`src/rtl/lcd_byte_stream_tx_if.sv`:
```
// Byte-stream and I2C-writer handshake bundle for lcd_byte_stream_tx.
// master: upstream producer plus the downstream I2C writer's acknowledge side.
// slave : the transmitter itself.
interface lcd_byte_stream_tx_if;
    logic       wr_en;
    logic       wr_mode;
    logic [7:0] wr_data;
    logic       bl_on;
    logic       full;
    logic       empty;
    logic       ovf;
    logic       busy;
    logic       byte_done;
    logic       i2c_req;
    logic [7:0] i2c_byte;
    logic       i2c_done;

    modport master (
        output wr_en, wr_mode, wr_data, bl_on, i2c_done,
        input  full, empty, ovf, busy, byte_done, i2c_req, i2c_byte
    );

    modport slave (
        input  wr_en, wr_mode, wr_data, bl_on, i2c_done,
        output full, empty, ovf, busy, byte_done, i2c_req, i2c_byte
    );
endinterface

```
`src/rtl/lcd_byte_stream_tx.sv`:
```
// Buffered HD44780 byte sender for a PCF8574 I2C backpack.
// Bytes tagged command/character are queued in a small FIFO, split into four
// 4-bit-mode frames ({nibble, BL, EN, RW=0, RS}) and handed one at a time to a
// single-byte I2C writer. After each byte a settle delay is inserted (long for
// clear/home commands 0x01..0x03).
// Optional feature macro: LCD_TX_SETTLE_DELAY_EN. When undefined the DELAY state
// lasts a single cycle and no delay counter is built.
module lcd_byte_stream_tx #(
    parameter int DEPTH     = 4,
    parameter int SHORT_DLY = 2000,
    parameter int LONG_DLY  = 80000,
    parameter int CNT_W     = 17
) (
    input  logic                 clk,
    input  logic                 rst,
    lcd_byte_stream_tx_if.slave  bus
);
    localparam int PTR_W  = $clog2(DEPTH);
    localparam int OCC_W  = $clog2(DEPTH + 1);

    typedef enum logic [2:0] {
        S_IDLE,
        S_LOAD,
        S_SEND,
        S_WAIT,
        S_GAP,
        S_DELAY
    } state_e;

    // Elaboration-time guards on the configuration.
    if (DEPTH < 2 || DEPTH > 16 || (DEPTH & (DEPTH - 1)) != 0) begin : g_bad_depth
        $error("lcd_byte_stream_tx: DEPTH must be a power of two in 2..16");
    end
    if (CNT_W < 1 || CNT_W > 32 || SHORT_DLY < 0 || LONG_DLY < 0 ||
        longint'(SHORT_DLY) >= (longint'(1) << CNT_W) ||
        longint'(LONG_DLY) >= (longint'(1) << CNT_W)) begin : g_bad_cnt_w
        $error("lcd_byte_stream_tx: CNT_W too small for SHORT_DLY/LONG_DLY");
    end

    // ---------------------------------------------------------------- FIFO
    logic [8:0]       mem_q [DEPTH];
    logic [PTR_W-1:0] wr_ptr_q;
    logic [PTR_W-1:0] rd_ptr_q;
    logic [OCC_W-1:0] count_q;
    logic [OCC_W-1:0] count_d;
    logic             full_q;
    logic             empty_q;
    logic             ovf_q;
    logic             pop;
    logic             push_ok;

    // ---------------------------------------------------------------- FSM
    state_e      state_q;
    logic [8:0]  entry_q;      // {mode, data} of the byte in flight
    logic        bl_q;
    logic [1:0]  k_q;          // frame index 0..3
    logic        busy_q;
    logic        byte_done_q;
    logic        i2c_req_q;
    logic [7:0]  i2c_byte_q;

    assign pop     = (state_q == S_IDLE) && !empty_q;
    // A push into a full FIFO still fits when the head leaves in the same cycle.
    assign push_ok = bus.wr_en && (!full_q || pop);

    // Next occupancy from the push/pop pair.
    // NOTE: every signal assigned in a combinational block gets a default first, so no latch is inferred.
    always_comb begin
        count_d = count_q;
        if (push_ok && !pop) begin
            count_d = count_q + 1'b1;
        end else if (!push_ok && pop) begin
            count_d = count_q - 1'b1;
        end
    end

    // Entry storage; written on every accepted push.
    // NOTE: the storage array is deliberately not reset; pointers and count decide what is valid.
    always_ff @(posedge clk) begin
        if (push_ok) begin
            mem_q[wr_ptr_q] <= {bus.wr_mode, bus.wr_data};
        end
    end

    // FIFO pointers, registered full/empty flags and the sticky overflow flag.
    // NOTE: sequential state uses non-blocking assignments so every register samples pre-edge values.
    always_ff @(posedge clk) begin
        if (!rst) begin
            wr_ptr_q <= '0;
            rd_ptr_q <= '0;
            count_q  <= '0;
            full_q   <= 1'b0;
            empty_q  <= 1'b1;
            ovf_q    <= 1'b0;
        end else begin
            if (push_ok) begin
                wr_ptr_q <= wr_ptr_q + 1'b1;
            end
            if (pop) begin
                rd_ptr_q <= rd_ptr_q + 1'b1;
            end
            count_q <= count_d;
            full_q  <= (count_d == OCC_W'(DEPTH));
            empty_q <= (count_d == '0);
            if (bus.wr_en && !push_ok) begin
                ovf_q <= 1'b1;
            end
        end
    end

    // PCF8574 frame k of a byte: high nibble for k = 0,1, low nibble for k = 2,3;
    // EN is high on even k and low on odd k; RW is always 0.
    function automatic logic [7:0] lcd_frame(input logic [8:0] entry, input logic bl,
                                             input logic [1:0] k);
        logic [3:0] nib;
        nib = k[1] ? entry[3:0] : entry[7:4];
        return {nib, bl, ~k[0], 1'b0, entry[8]};
    endfunction

`ifdef LCD_TX_SETTLE_DELAY_EN
    logic [CNT_W-1:0] cnt_q;
    logic             long_cmd;

    // Clear display (0x01) and return home (0x02/0x03) need the long settle time.
    assign long_cmd = !entry_q[8] && (entry_q[7:2] == 6'd0) && (entry_q[1:0] != 2'd0);
`endif

    // Byte sequencer: pop, frame out four nibble strobes, then settle.
    always_ff @(posedge clk) begin
        if (!rst) begin
            state_q     <= S_IDLE;
            entry_q     <= '0;
            bl_q        <= 1'b0;
            k_q         <= 2'd0;
            busy_q      <= 1'b0;
            byte_done_q <= 1'b0;
            i2c_req_q   <= 1'b0;
            i2c_byte_q  <= 8'h00;
`ifdef LCD_TX_SETTLE_DELAY_EN
            cnt_q       <= '0;
`endif
        end else begin
            byte_done_q <= 1'b0;
            case (state_q)
                S_IDLE: begin
                    // The head entry is captured here because the read pointer
                    // moves past it on this same edge.
                    if (!empty_q) begin
                        entry_q <= mem_q[rd_ptr_q];
                        busy_q  <= 1'b1;
                        state_q <= S_LOAD;
                    end
                end
                S_LOAD: begin
                    bl_q    <= bus.bl_on;
                    k_q     <= 2'd0;
                    state_q <= S_SEND;
                end
                S_SEND: begin
                    i2c_byte_q <= lcd_frame(entry_q, bl_q, k_q);
                    i2c_req_q  <= 1'b1;
                    state_q    <= S_WAIT;
                end
                S_WAIT: begin
                    if (bus.i2c_done) begin
                        i2c_req_q <= 1'b0;
                        if (k_q == 2'd3) begin
`ifdef LCD_TX_SETTLE_DELAY_EN
                            cnt_q <= long_cmd ? CNT_W'(LONG_DLY) : CNT_W'(SHORT_DLY);
`endif
                            state_q <= S_DELAY;
                        end else begin
                            k_q     <= k_q + 2'd1;
                            state_q <= S_GAP;
                        end
                    end
                end
                S_GAP: begin
                    state_q <= S_SEND;
                end
                S_DELAY: begin
`ifdef LCD_TX_SETTLE_DELAY_EN
                    if (cnt_q == '0) begin
                        byte_done_q <= 1'b1;
                        busy_q      <= 1'b0;
                        state_q     <= S_IDLE;
                    end else begin
                        cnt_q <= cnt_q - 1'b1;
                    end
`else
                    byte_done_q <= 1'b1;
                    busy_q      <= 1'b0;
                    state_q     <= S_IDLE;
`endif
                end
                default: begin
                    state_q <= S_IDLE;
                end
            endcase
        end
    end

    assign bus.full      = full_q;
    assign bus.empty     = empty_q;
    assign bus.ovf       = ovf_q;
    assign bus.busy      = busy_q;
    assign bus.byte_done = byte_done_q;
    assign bus.i2c_req   = i2c_req_q;
    assign bus.i2c_byte  = i2c_byte_q;
endmodule

```
`src/flat_wrapper.sv`:
```
// flat-port wrapper written by rule: the top's interface ports become plain ports
module lcd_byte_stream_tx_flat 
#(
    parameter int DEPTH     = 4,
    parameter int SHORT_DLY = 2000,
    parameter int LONG_DLY  = 80000,
    parameter int CNT_W     = 17
)
  (clk, rst, bus_wr_en, bus_wr_mode, bus_wr_data, bus_bl_on, bus_i2c_done, bus_full, bus_empty, bus_ovf, bus_busy, bus_byte_done, bus_i2c_req, bus_i2c_byte);
  lcd_byte_stream_tx_if bus_i ();
  input  logic clk;
  input  logic rst;
  input wire logic [$bits(bus_i.wr_en)-1:0] bus_wr_en;
  input wire logic [$bits(bus_i.wr_mode)-1:0] bus_wr_mode;
  input wire logic [$bits(bus_i.wr_data)-1:0] bus_wr_data;
  input wire logic [$bits(bus_i.bl_on)-1:0] bus_bl_on;
  input wire logic [$bits(bus_i.i2c_done)-1:0] bus_i2c_done;
  output wire logic [$bits(bus_i.full)-1:0] bus_full;
  output wire logic [$bits(bus_i.empty)-1:0] bus_empty;
  output wire logic [$bits(bus_i.ovf)-1:0] bus_ovf;
  output wire logic [$bits(bus_i.busy)-1:0] bus_busy;
  output wire logic [$bits(bus_i.byte_done)-1:0] bus_byte_done;
  output wire logic [$bits(bus_i.i2c_req)-1:0] bus_i2c_req;
  output wire logic [$bits(bus_i.i2c_byte)-1:0] bus_i2c_byte;
  assign bus_i.wr_en = bus_wr_en;
  assign bus_i.wr_mode = bus_wr_mode;
  assign bus_i.wr_data = bus_wr_data;
  assign bus_i.bl_on = bus_bl_on;
  assign bus_i.i2c_done = bus_i2c_done;
  assign bus_full = bus_i.full;
  assign bus_empty = bus_i.empty;
  assign bus_ovf = bus_i.ovf;
  assign bus_busy = bus_i.busy;
  assign bus_byte_done = bus_i.byte_done;
  assign bus_i2c_req = bus_i.i2c_req;
  assign bus_i2c_byte = bus_i.i2c_byte;
  lcd_byte_stream_tx #(.DEPTH(DEPTH), .SHORT_DLY(SHORT_DLY), .LONG_DLY(LONG_DLY), .CNT_W(CNT_W)) u_core (.clk(clk), .rst(rst), .bus(bus_i));
endmodule
```
`config.mk`:
```
export PLATFORM = sky130hd
export DESIGN_NAME = lcd_byte_stream_tx_flat
export DESIGN_NICKNAME = d
export VERILOG_FILES = /design/src/rtl/lcd_byte_stream_tx_if.sv /design/src/rtl/lcd_byte_stream_tx.sv /design/src/flat_wrapper.sv
export SDC_FILE = /design/constraint.sdc
export NUM_CORES = 1
export LEC_CHECK = 0
export CAP_MARGIN = 10
export CORE_MARGIN = 1.5
export CORE_UTILIZATION = 55
export DETAILED_ROUTE_END_ITERATION = 10
export PLACE_DENSITY_LB_ADDON = 0.2
export SLEW_MARGIN = 20
export SYNTH_ARGS = -nofsm -noshare
export SYNTH_HDL_FRONTEND = slang
export SYNTH_SLANG_ARGS = --single-unit
```
`constraint.sdc`:
```
create_clock -name clk -period 2.4 [get_ports clk]
set_input_delay 0.24 -clock clk [delete_from_list [all_inputs] [get_ports clk]]
set_output_delay 0.24 -clock clk [all_outputs]
set_load 0.01 [all_outputs]
```
==> results of run 1 <==
==> per-stage QoR <==
stage	cell area, um^2	setup WS (ns)	std cells
after floorplan	2970	0.538	230
after global placement	3290	0.348	317
after detailed placement	3290	0.324	317
after CTS	3510	0.315	332
after global routing	3510	0.215	332
final	3510	0.338	332
==> cell usage after synthesis <==
cell	instances	share of area, %
xnor2_1	3	0.89
a21boi_0	10	2.5
mux4_2	9	6.8
mux2i_1	13	4.4
nor4_4	1	0.72
ha_1	7	3.0
o21a_1	1	0.25
nand2_1	29	3.7
a21oi_4	1	0.55
nor2_1	6	0.76
nand3b_1	2	0.51
or2_2	1	0.21
o211a_1	4	1.3
nand3_1	1	0.17
nor4bb_1	1	0.34
nor3_2	1	0.34
and3_1	2	0.42
and2_1	9	1.9
or4_1	2	0.51
buf_2	4	0.67
a21o_1	1	0.25
nor3b_1	3	0.76
o311a_1	1	0.34
inv_1	7	0.89
conb_1	1	0.13
o21ai_0	5	0.84
buf_4	1	0.25
buf_1	1	0.13
nor3_1	1	0.17
a31oi_1	1	0.21
nor2b_1	9	1.9
nand2b_1	5	1.1
a22oi_1	2	0.51
clkbuf_1	8	1.0
o311ai_0	2	0.59
mux2_2	1	0.38
a22o_1	1	0.30
dfxtp_1	35	24
edfxtp_1	36	36
a21oi_1	2	0.34
==> worst max-delay path, stage by stage (launching register included) <==
cell and delay, ns:
dfxtp_1 0.41, or4_1 0.63, a21oi_4 0.27, and2_1 0.41
==> report_power, final <==
group	switching, mW	leakage, nW	internal (mW)
registers	0.187	0.617	1.48
clock network	0.434	0.106	0.586
logic	0.431	0.555	0.507
total	1.05	1.28	2.57
==> sequential cells by signal, indices dropped and copies added (netlist names) <==
name and cells:
u_core.bus.empty 1, u_core.state_q 3, u_core.mem_q 36, u_core.bus.byte_done 1, u_core.bus.ovf 1, u_core.wr_ptr_q 2, u_core.bus.i2c_req 1, u_core.bl_q 1
u_core.bus.full 1, u_core.k_q 2, u_core.count_q 3, u_core.entry_q 9, u_core.bus.i2c_byte 7, u_core.bus.busy 1, u_core.rd_ptr_q 2
==> placed cells by master, fill, tap and decap left out, types with 2 or more instances in the layout <==
cell	synthesis	layout
nor2b_1	9	9
a22oi_1	2	2
dfxtp_1	35	35
nor3b_1	3	3
nor2_1	6	6
or4_1	2	2
a21oi_1	2	2
edfxtp_1	36	36
o21ai_0	5	5
nand3b_1	2	2
xnor2_1	3	3
nand2b_1	5	5
ha_1	7	7
o211a_1	4	4
a21boi_0	10	10
clkdlybuf4s50_1	0	26
inv_1	7	7
nand2_1	29	29
mux2i_1	13	13
clkbuf_8	0	9
and3_1	2	2
and2_1	9	9
bufinv_16	0	2
buf_4	1	5
mux4_2	9	9
o311ai_0	2	2
clkinv_4	0	2
==> logic make-up after synthesis <==
family,after synthesis,synth area share (%)
and+or+nand+nor,73,13.4
DFF,71,60.0
AOI/OAI and AO/OA,31,8.05
muxes,23,11.6
buffers and inverters,21,2.95
adders and majority gates,7,2.95
xor gates and xnor gates,3,0.885
other,1,0.126
==> metal layers <==
layer  routed length (um)  up-vias  GRT usage (%)
li1                     -      878              -
met1                 2300      849           23.8
met2                 2160       33           27.9
met3                  150        7           4.55
met4                   72        0           8.33
met5                    0        -              0
==> final cells by class <==
| cell class | count | area (um^2) |
|---|---|---|
| flip-flops and latches | 71 | 1780 |
| fillers | 405 | 1630 |
| multi-input cells | 138 | 1100 |
| repair buffers | 31 | 298 |
| clock buffers | 9 | 124 |
| clock inverters | 6 | 93.8 |
| well taps | 70 | 87.6 |
| inverters | 7 | 26.3 |
==> final timing paths <==
kind                                   startpoint                  to  slack [ns]  cells after the start
worst max-delay path            u_core.state_q[2]  u_core.mem_q[2][0]        0.34                      3
worst min-delay path            u_core.entry_q[8]   u_core.entry_q[8]        0.47                      2
worst max register to register  u_core.state_q[2]  u_core.mem_q[2][0]        0.34                      3
worst min register to register  u_core.entry_q[8]   u_core.entry_q[8]        0.47                      2
==> metrics.yaml, run 1 <==
status: "finished clean"
drt_iter0_drc: 90
insertedDiodeCount: 0
rows: 26
h-tree-depth: 3
clock_path_buffers: 2
wl_per_cell_um: 14.1
rsz0062_at_grt: "false"
cts_root_buffer: "clkbuf_8"
cts_resized: 0
worstPathMaxFanout: 11
clkTransAtPathRegs_ns: 0.07
cts_buffers: 9
cts_hold_buf: 0
total_power_mw: 3.63
initial_core_util_pct: 57.7
die_x_um: 76.5
p_leak_nw: 1.28
drt-vias-per-instance: 5.32
syn-num-nets: 251
finalSetupViolCount: 0
worst_pin_slew_ns: 0.642
area_growth_pct: 18.3
max_clock_freq_mhz: 485
port-buffer-count: 26
power_density_nw_per_um2: 1030
hold_viol_final: 0
peakVddDrop_uv: 478
wirelength_um: 4690
core_area_um2: 5140
hpwl_um: 3390
slew_headroom_pct: 57.1
synthCells: 230
die-area_um2: 5850
endpoint_kind: "register"
ys_warn_count: 0
cts_tree: "built"
utilization_pct: 68.3
final_nets: 279
pin_count: 28
ant_nets: 0
synth_seq_cells: 71
first_pass_iters: 4
drive_gt1_share_pct: 13.0
drc: 0
clock_sinks: 71
overflow: 0
antenna_found_initial: 0
gp_congestion: 0.768
hp-class: "reg2reg"
finalMaxSlewViolations: 0
required_ns: 2.39
fin_worst_skew_ns: 0.0105
grt_pass1_vias: 1740
worstSetupPathType: "reg2reg"
die_y_um: 76.5
grt_start_max_net_pins: 27
worstPathArrival_ns: 2.05
ys_types: 40
fin_crit_sh_pct: 85.9
clk_latency_ns: 0.34
grtUsageTotal_pct: 17.9
post-route-min-period_ns: 2.06
setup_tns_ns: 0
drv_cap: 0
holdWs_ns: 0.472
grt_pass1_wl_um: 8140
dr_total_vias: 1767
post-cts-setup-buffers: 0
cp-start-kind: "register"
syn_area_per_cell_um2: 12.9
ys_seq_area_share_pct: 60.0
synthesis.area_um2: 2970
Power figures use the tool's default switching activity.
==> run 2, diff against run 1 <==
Clock period 2.4 ns to 2.55 ns, I/O delays scaled along.
==> run 2 against run 1 <==
  * Worst hold slack got worse by 0.0040 ns
  * Routed wire length down 0.36%
  * Global-route usage is 0.56 points higher
  * Non-clock buffer count shrank 1
  * Critical path depth stayed put
  * Register-to-register slack better by 0.099 ns
  * Clock-buffer cell count up 1
  * Via count shrank 0.91%
  * Maximum frequency fell by 2.4%
  * Sequential share of layout area is 0.054 points higher
  * Largest power group unchanged
  * Combinational power decreased by 8.0%
==> metrics.yaml, run 2 (synthesis results as in run 1) <==
status: "finished clean"  # unchanged
slowest_delay_ns: 0.65  # was 0.63 ns
drt_iter0_drc: 97  # was 90
hp-class: "reg2reg"  # unchanged
drt-vias-per-instance: 5.27  # was 5.32
initial_core_util_pct: 57.7  # unchanged
ant_nets: 0  # unchanged
overflow: 0  # unchanged
most-common-layout-cells: "edfxtp_1, dfxtp_1, nand2_1"  # unchanged
rows: 26  # unchanged
grt_pass1_wl_um: 8340  # was 8140 um
switching_share_pct: 28.7  # was 29.0%
post-route-min-period_ns: 2.11  # was 2.06 ns
clkTransAtPathRegs_ns: 0.07  # about the same
area_growth_pct: 18.1  # was 18.3%
r2r_setup_slack_ns: 0.44  # was 0.34 ns
critPathSlowestCell: "or4_1"  # unchanged
drv_cap: 0  # unchanged
p_leak_nw: 1.27  # was 1.28 nW
endpoint_kind: "register"  # unchanged
setup_ws_ns: 0.437  # was 0.338 ns
power.switching_uw: 983  # was 1.05 mW
p_comb_share_pct: 25.2  # was 25.9%
hpwl_um: 3300  # was 3390 um
required_ns: 2.55  # was 2.39 ns
cts_resized: 0  # unchanged
cts_tree: "built"  # unchanged
cts_buffers: 9  # unchanged
drc: 0  # unchanged
h-tree-depth: 3  # unchanged
insertedDiodeCount: 0  # unchanged
pin_count: 28  # unchanged
die_y_um: 76.5  # unchanged
antenna_found_initial: 0  # unchanged
finalMaxSlewViolations: 0  # unchanged
max_clock_freq_mhz: 473  # was 485 MHz
largest_reg_flops: 36  # unchanged
worstPathArrival_ns: 2.12  # was 2.05 ns
gp_congestion: 0.780  # was 0.768
setup_tns_ns: 0  # unchanged
p_clk_share_pct: 28.4  # was 28.1%
worstSetupPathType: "reg2reg"  # unchanged
drive_gt1_share_pct: 12.6  # was 13.0%
wl_per_cell_um: 14.1  # about the same
worstPathMaxFanout: 14  # was 11
fin_worst_skew_ns: 0.00481  # was 0.0105 ns
grtUsageTotal_pct: 18.5  # was 17.9%
wirelength_um: 4670  # was 4690 um
power_density_nw_per_um2: 976  # was 1030 nW/um^2
fin_crit_sh_pct: 82.9  # was 85.9%
pwr-share-seq_pct: 46.4  # was 46.0%
grt_start_max_net_pins: 25  # was 27
fin_cells: 332  # unchanged
core_area_um2: 5140  # unchanged
port-buffer-count: 26  # unchanged
crit_chain: "or4_1, a21oi_4, and2_1"  # unchanged
slew_headroom_pct: 55.9  # was 57.1%
internal_power_mw: 2.44  # was 2.57 mW
peakVddDrop_uv: 610  # was 478 uV
pre_cts_slack_ns: 0.426  # was 0.324 ns
first_pass_iters: 4  # unchanged
clock_sinks: 71  # unchanged
grt_pass1_vias: 1726  # was 1740
clk_latency_ns: 0.34  # about the same
final_nets: 278  # was 279
cts_hold_buf: 0  # unchanged
clock_path_buffers: 2  # unchanged
cts_root_buffer: "clkbuf_8"  # unchanged
layout_commonest_cell: "edfxtp_1"  # unchanged
place_inst: 316  # was 317
hold_viol_final: 0  # unchanged
finalSetupViolCount: 0  # unchanged
worst_pin_slew_ns: 0.661  # was 0.642 ns
die_x_um: 76.5  # unchanged
cp-start-kind: "register"  # unchanged
post-cts-setup-buffers: 0  # unchanged
die-area_um2: 5850  # unchanged
rsz0062_at_grt: "false"  # unchanged
dr_total_vias: 1751  # was 1767
regMostFlops: "u_core.mem_q"  # unchanged
==> run 2: changes by cell type in the layout (fill, tap and decap cells not counted), sizes merged <==
cell	change
inv	-1
clkbuf	+1
buf	-1
clkinvlp	+1
==> run 2: area by class of cell <==
class	instances	area (um^2)
clock buffers	10	138
clock inverters	6	83.8
fillers	403	1630
inverters	7	26.3
multi-input cells	138	1100
flip-flops and latches	71	1780
well taps	70	87.6
repair buffers	30	290
==> run 2: routing by layer <==
metal	track usage [%]	up-vias	part of all wire, %
met4	7.78	0	1.9
met3	5.51	10	3.4
met2	28.8	30	46
met5	0	-	0
li1	-	876	-
met1	24.2	835	49
==> run 2: through the flow <==
| stage | total power [mW] | cell area (um^2) | hold WS (ns) | util (%) |
|---|---|---|---|---|
| floorplan | 2.21 | 2970 | 0.354 | - |
| global placement | 2.45 | 3280 | 0.448 | 63.9 |
| detailed placement | 2.48 | 3280 | 0.457 | 63.9 |
| CTS | 3.45 | 3510 | 0.462 | 68.2 |
| global route | 3.63 | 3510 | 0.481 | 68.2 |
| finish | 3.42 | 3510 | 0.468 | 68.2 |
==> run 2: worst paths after layout <==
kind                                         from            endpoint  cells past startpoint
worst min-delay path            u_core.entry_q[2]   u_core.entry_q[2]                      2
worst max register to register  u_core.state_q[1]  u_core.mem_q[0][4]                      3
worst max-delay path            u_core.state_q[1]  u_core.mem_q[0][4]                      3
worst min register to register  u_core.entry_q[2]   u_core.entry_q[2]                      2
==> run 2: power groups by stage <==
stage	sequential (mW)	combinational, mW	clock, mW
after CTS	1.59	0.873	0.989
final	1.59	0.862	0.971
after detailed placement	1.61	0.864	0
after global placement	1.60	0.844	0
after floorplan	1.53	0.679	0
after global routing	1.63	0.959	1.04
==> run 2: critical path: cells and delay by family (launching register included) <==
family / cells / cell delay, ns
and+or+nand+nor: 2 / 1.06
DFF: 1 / 0.45
AOI/OAI and AO/OA: 1 / 0.26
==> run 3, diff against run 2 <==
Clock period 2.55 ns to 2.2 ns, I/O delays scaled along.
==> run 3 against run 2 <==
  * Clock power grew 25%
  * Worst hold slack lost 0.035 ns
  * Highest routed layer unchanged
  * Non-clock buffer count grew 5
  * Cell count grew 1.5%
  * Cell area grew 1.5%
  * Sequential power grew 11%
  * Flip-flop and latch count is the same
  * Worst setup slack lost 0.16 ns
  * Die area is the same
  * Register-to-register slack lost 0.16 ns
  * Routed wire length shrank 0.75%
  * Via count grew 0.23%
  * Critical path type unchanged
==> metrics.yaml, run 3 (synthesis results as in run 1) <==
crit_cells: 3  # unchanged
worstSetupStartpoint: "u_core.state_q[1]"  # unchanged
clock_path_buffers: 2  # unchanged
status: "finished clean"  # unchanged
initial_core_util_pct: 57.7  # unchanged
die_x_um: 76.5  # unchanged
final_area_um2: 3560  # was 3510 um^2
most-common-layout-cells: "edfxtp_1, dfxtp_1, nand2_1"  # unchanged
r2r_setup_slack_ns: 0.28  # was 0.44 ns
gp_congestion: 0.785  # was 0.780
rsz0062_at_grt: "false"  # unchanged
die-area_um2: 5850  # unchanged
clk_latency_ns: 0.35  # was 0.34 ns
endpoint_kind: "register"  # unchanged
holdWs_ns: 0.433  # was 0.468 ns
area_growth_pct: 19.9  # was 18.1%
clock_sinks: 71  # unchanged
path_delay_family: "simple AND/OR/NAND/NOR gates"  # unchanged
crit_chain: "or4_1, a21oi_4, and2_1"  # unchanged
hold_viol_final: 0  # unchanged
core_area_um2: 5140  # unchanged
drt-vias-per-instance: 5.21  # was 5.27
largest_reg_flops: 36  # unchanged
pin_count: 28  # unchanged
layout_commonest_cell: "edfxtp_1"  # unchanged
h-tree-depth: 3  # unchanged
max_clock_freq_mhz: 520  # was 473 MHz
reg2reg_depth: 3  # unchanged
cts_tree: "built"  # unchanged
grt_pass1_vias: 1642  # was 1726
cts_buffers: 9  # unchanged
antenna_found_initial: 0  # unchanged
dr_total_vias: 1755  # was 1751
drt_iter0_drc: 67  # was 97
power_density_nw_per_um2: 1140  # was 976 nW/um^2
cp-start-kind: "register"  # unchanged
hp-class: "in2reg"  # was reg2reg
worstSetupPathType: "reg2reg"  # unchanged
p_leak_nw: 1.31  # was 1.27 nW
fin_worst_skew_ns: 0.00493  # was 0.00481 ns
drive_gt1_share_pct: 14.2  # was 12.6%
crit_buf_inv: 0  # unchanged
insertedDiodeCount: 0  # unchanged
worstPathMaxFanout: 9  # was 14
utilization_pct: 69.2  # was 68.2%
post-route-min-period_ns: 1.92  # was 2.11 ns
ant_nets: 0  # unchanged
finalSetupViolCount: 0  # unchanged
cts_hold_buf: 0  # unchanged
final_nets: 283  # was 278
setup_tns_ns: 0  # unchanged
total_power_mw: 4.07  # was 3.42 mW
grtUsageTotal_pct: 18.1  # was 18.5%
slowest_delay_ns: 0.59  # was 0.65 ns
wirelength_um: 4640  # was 4670 um
post-cts-setup-buffers: 0  # unchanged
grt_pass1_wl_um: 7980  # was 8340 um
worst_pin_slew_ns: 0.501  # was 0.661 ns
clkTransAtPathRegs_ns: 0.07  # about the same
cts_root_buffer: "clkbuf_8"  # unchanged
die_y_um: 76.5  # unchanged
slew_headroom_pct: 66.4  # was 55.9%
hpwl_um: 3320  # was 3300 um
drv_cap: 0  # unchanged
r2r-end: "u_core.mem_q[0][4]"  # unchanged
critPathCapture: "u_core.mem_q[0][4]"  # unchanged
peakVddDrop_uv: 763  # was 610 uV
worstPathArrival_ns: 1.92  # was 2.12 ns
finalMaxSlewViolations: 0  # unchanged
critPathSlowestCell: "or4_1"  # unchanged
place_area_um2: 3320  # was 3280 um^2
regMostFlops: "u_core.mem_q"  # unchanged
wl_per_cell_um: 13.8  # was 14.1 um
overflow: 0  # unchanged
required_ns: 2.20  # was 2.55 ns
grt_start_max_net_pins: 25  # unchanged
port-buffer-count: 26  # unchanged
fin_crit_sh_pct: 87.4  # was 82.9%
drc: 0  # unchanged
cts_resized: 0  # unchanged
r2r-start: "u_core.state_q[1]"  # unchanged
fillerInstances: 397  # was 403
first_pass_iters: 4  # unchanged
rows: 26  # unchanged
[run 3: worst min path at each step]
stage	start	end	slack (ns)	depth (start not counted)
6_report	bus_bl_on	u_core.bl_q	0.43	3
5_1_grt	bus_bl_on	u_core.bl_q	0.43	3
4_1_cts	bus_bl_on	u_core.bl_q	0.41	3
3_5_place_dp	u_core.entry_q[5]	u_core.entry_q[5]	0.46	2
3_3_place_gp	u_core.entry_q[4]	u_core.entry_q[4]	0.45	2
2_1_floorplan	bus_wr_data[0]	u_core.mem_q[0][0]	0.32	0
[run 3: area by class of cell]
type | count | area [um^2] | area share (%)
flip-flops and latches | 71 | 1780 | 50.1
multi-input cells | 138 | 1100 | 30.9
repair buffers | 35 | 328 | 9.21
clock buffers | 10 | 128 | 3.59
clock inverters | 6 | 109 | 3.06
well taps | 70 | 87.6 | 2.46
inverters | 7 | 26.3 | 0.738
[run 3: power breakdown]
group          switching, mW  internal (mW)  total, mW  leakage, nW
registers              0.140           1.62       1.76        0.617
clock network          0.462          0.751       1.21        0.120
logic                  0.525          0.575       1.10        0.576
total                   1.13           2.94       4.07         1.31
[run 3: metal layers]
metal,share of wire [%],GRT usage [%]
met1,47,23.4
met2,45,26.5
met3,5.6,8.74
met4,1.9,6.67
met5,0,0
[run 3: metrics by stage]
| step | setup slack (ns) | instances |
|---|---|---|
| after detailed placement | 0.267 | 321 |
| after global routing | 0.122 | 337 |
| after CTS | 0.244 | 337 |
| after floorplan | 0.338 | 230 |
| after global placement | 0.311 | 321 |
| final | 0.277 | 337 |
[run 3: worst register-to-register path: stages, from the launching register on]
cell and delay, ns:
dfxtp_1 0.32, or4_1 0.59, a21oi_4 0.25, and2_1 0.42
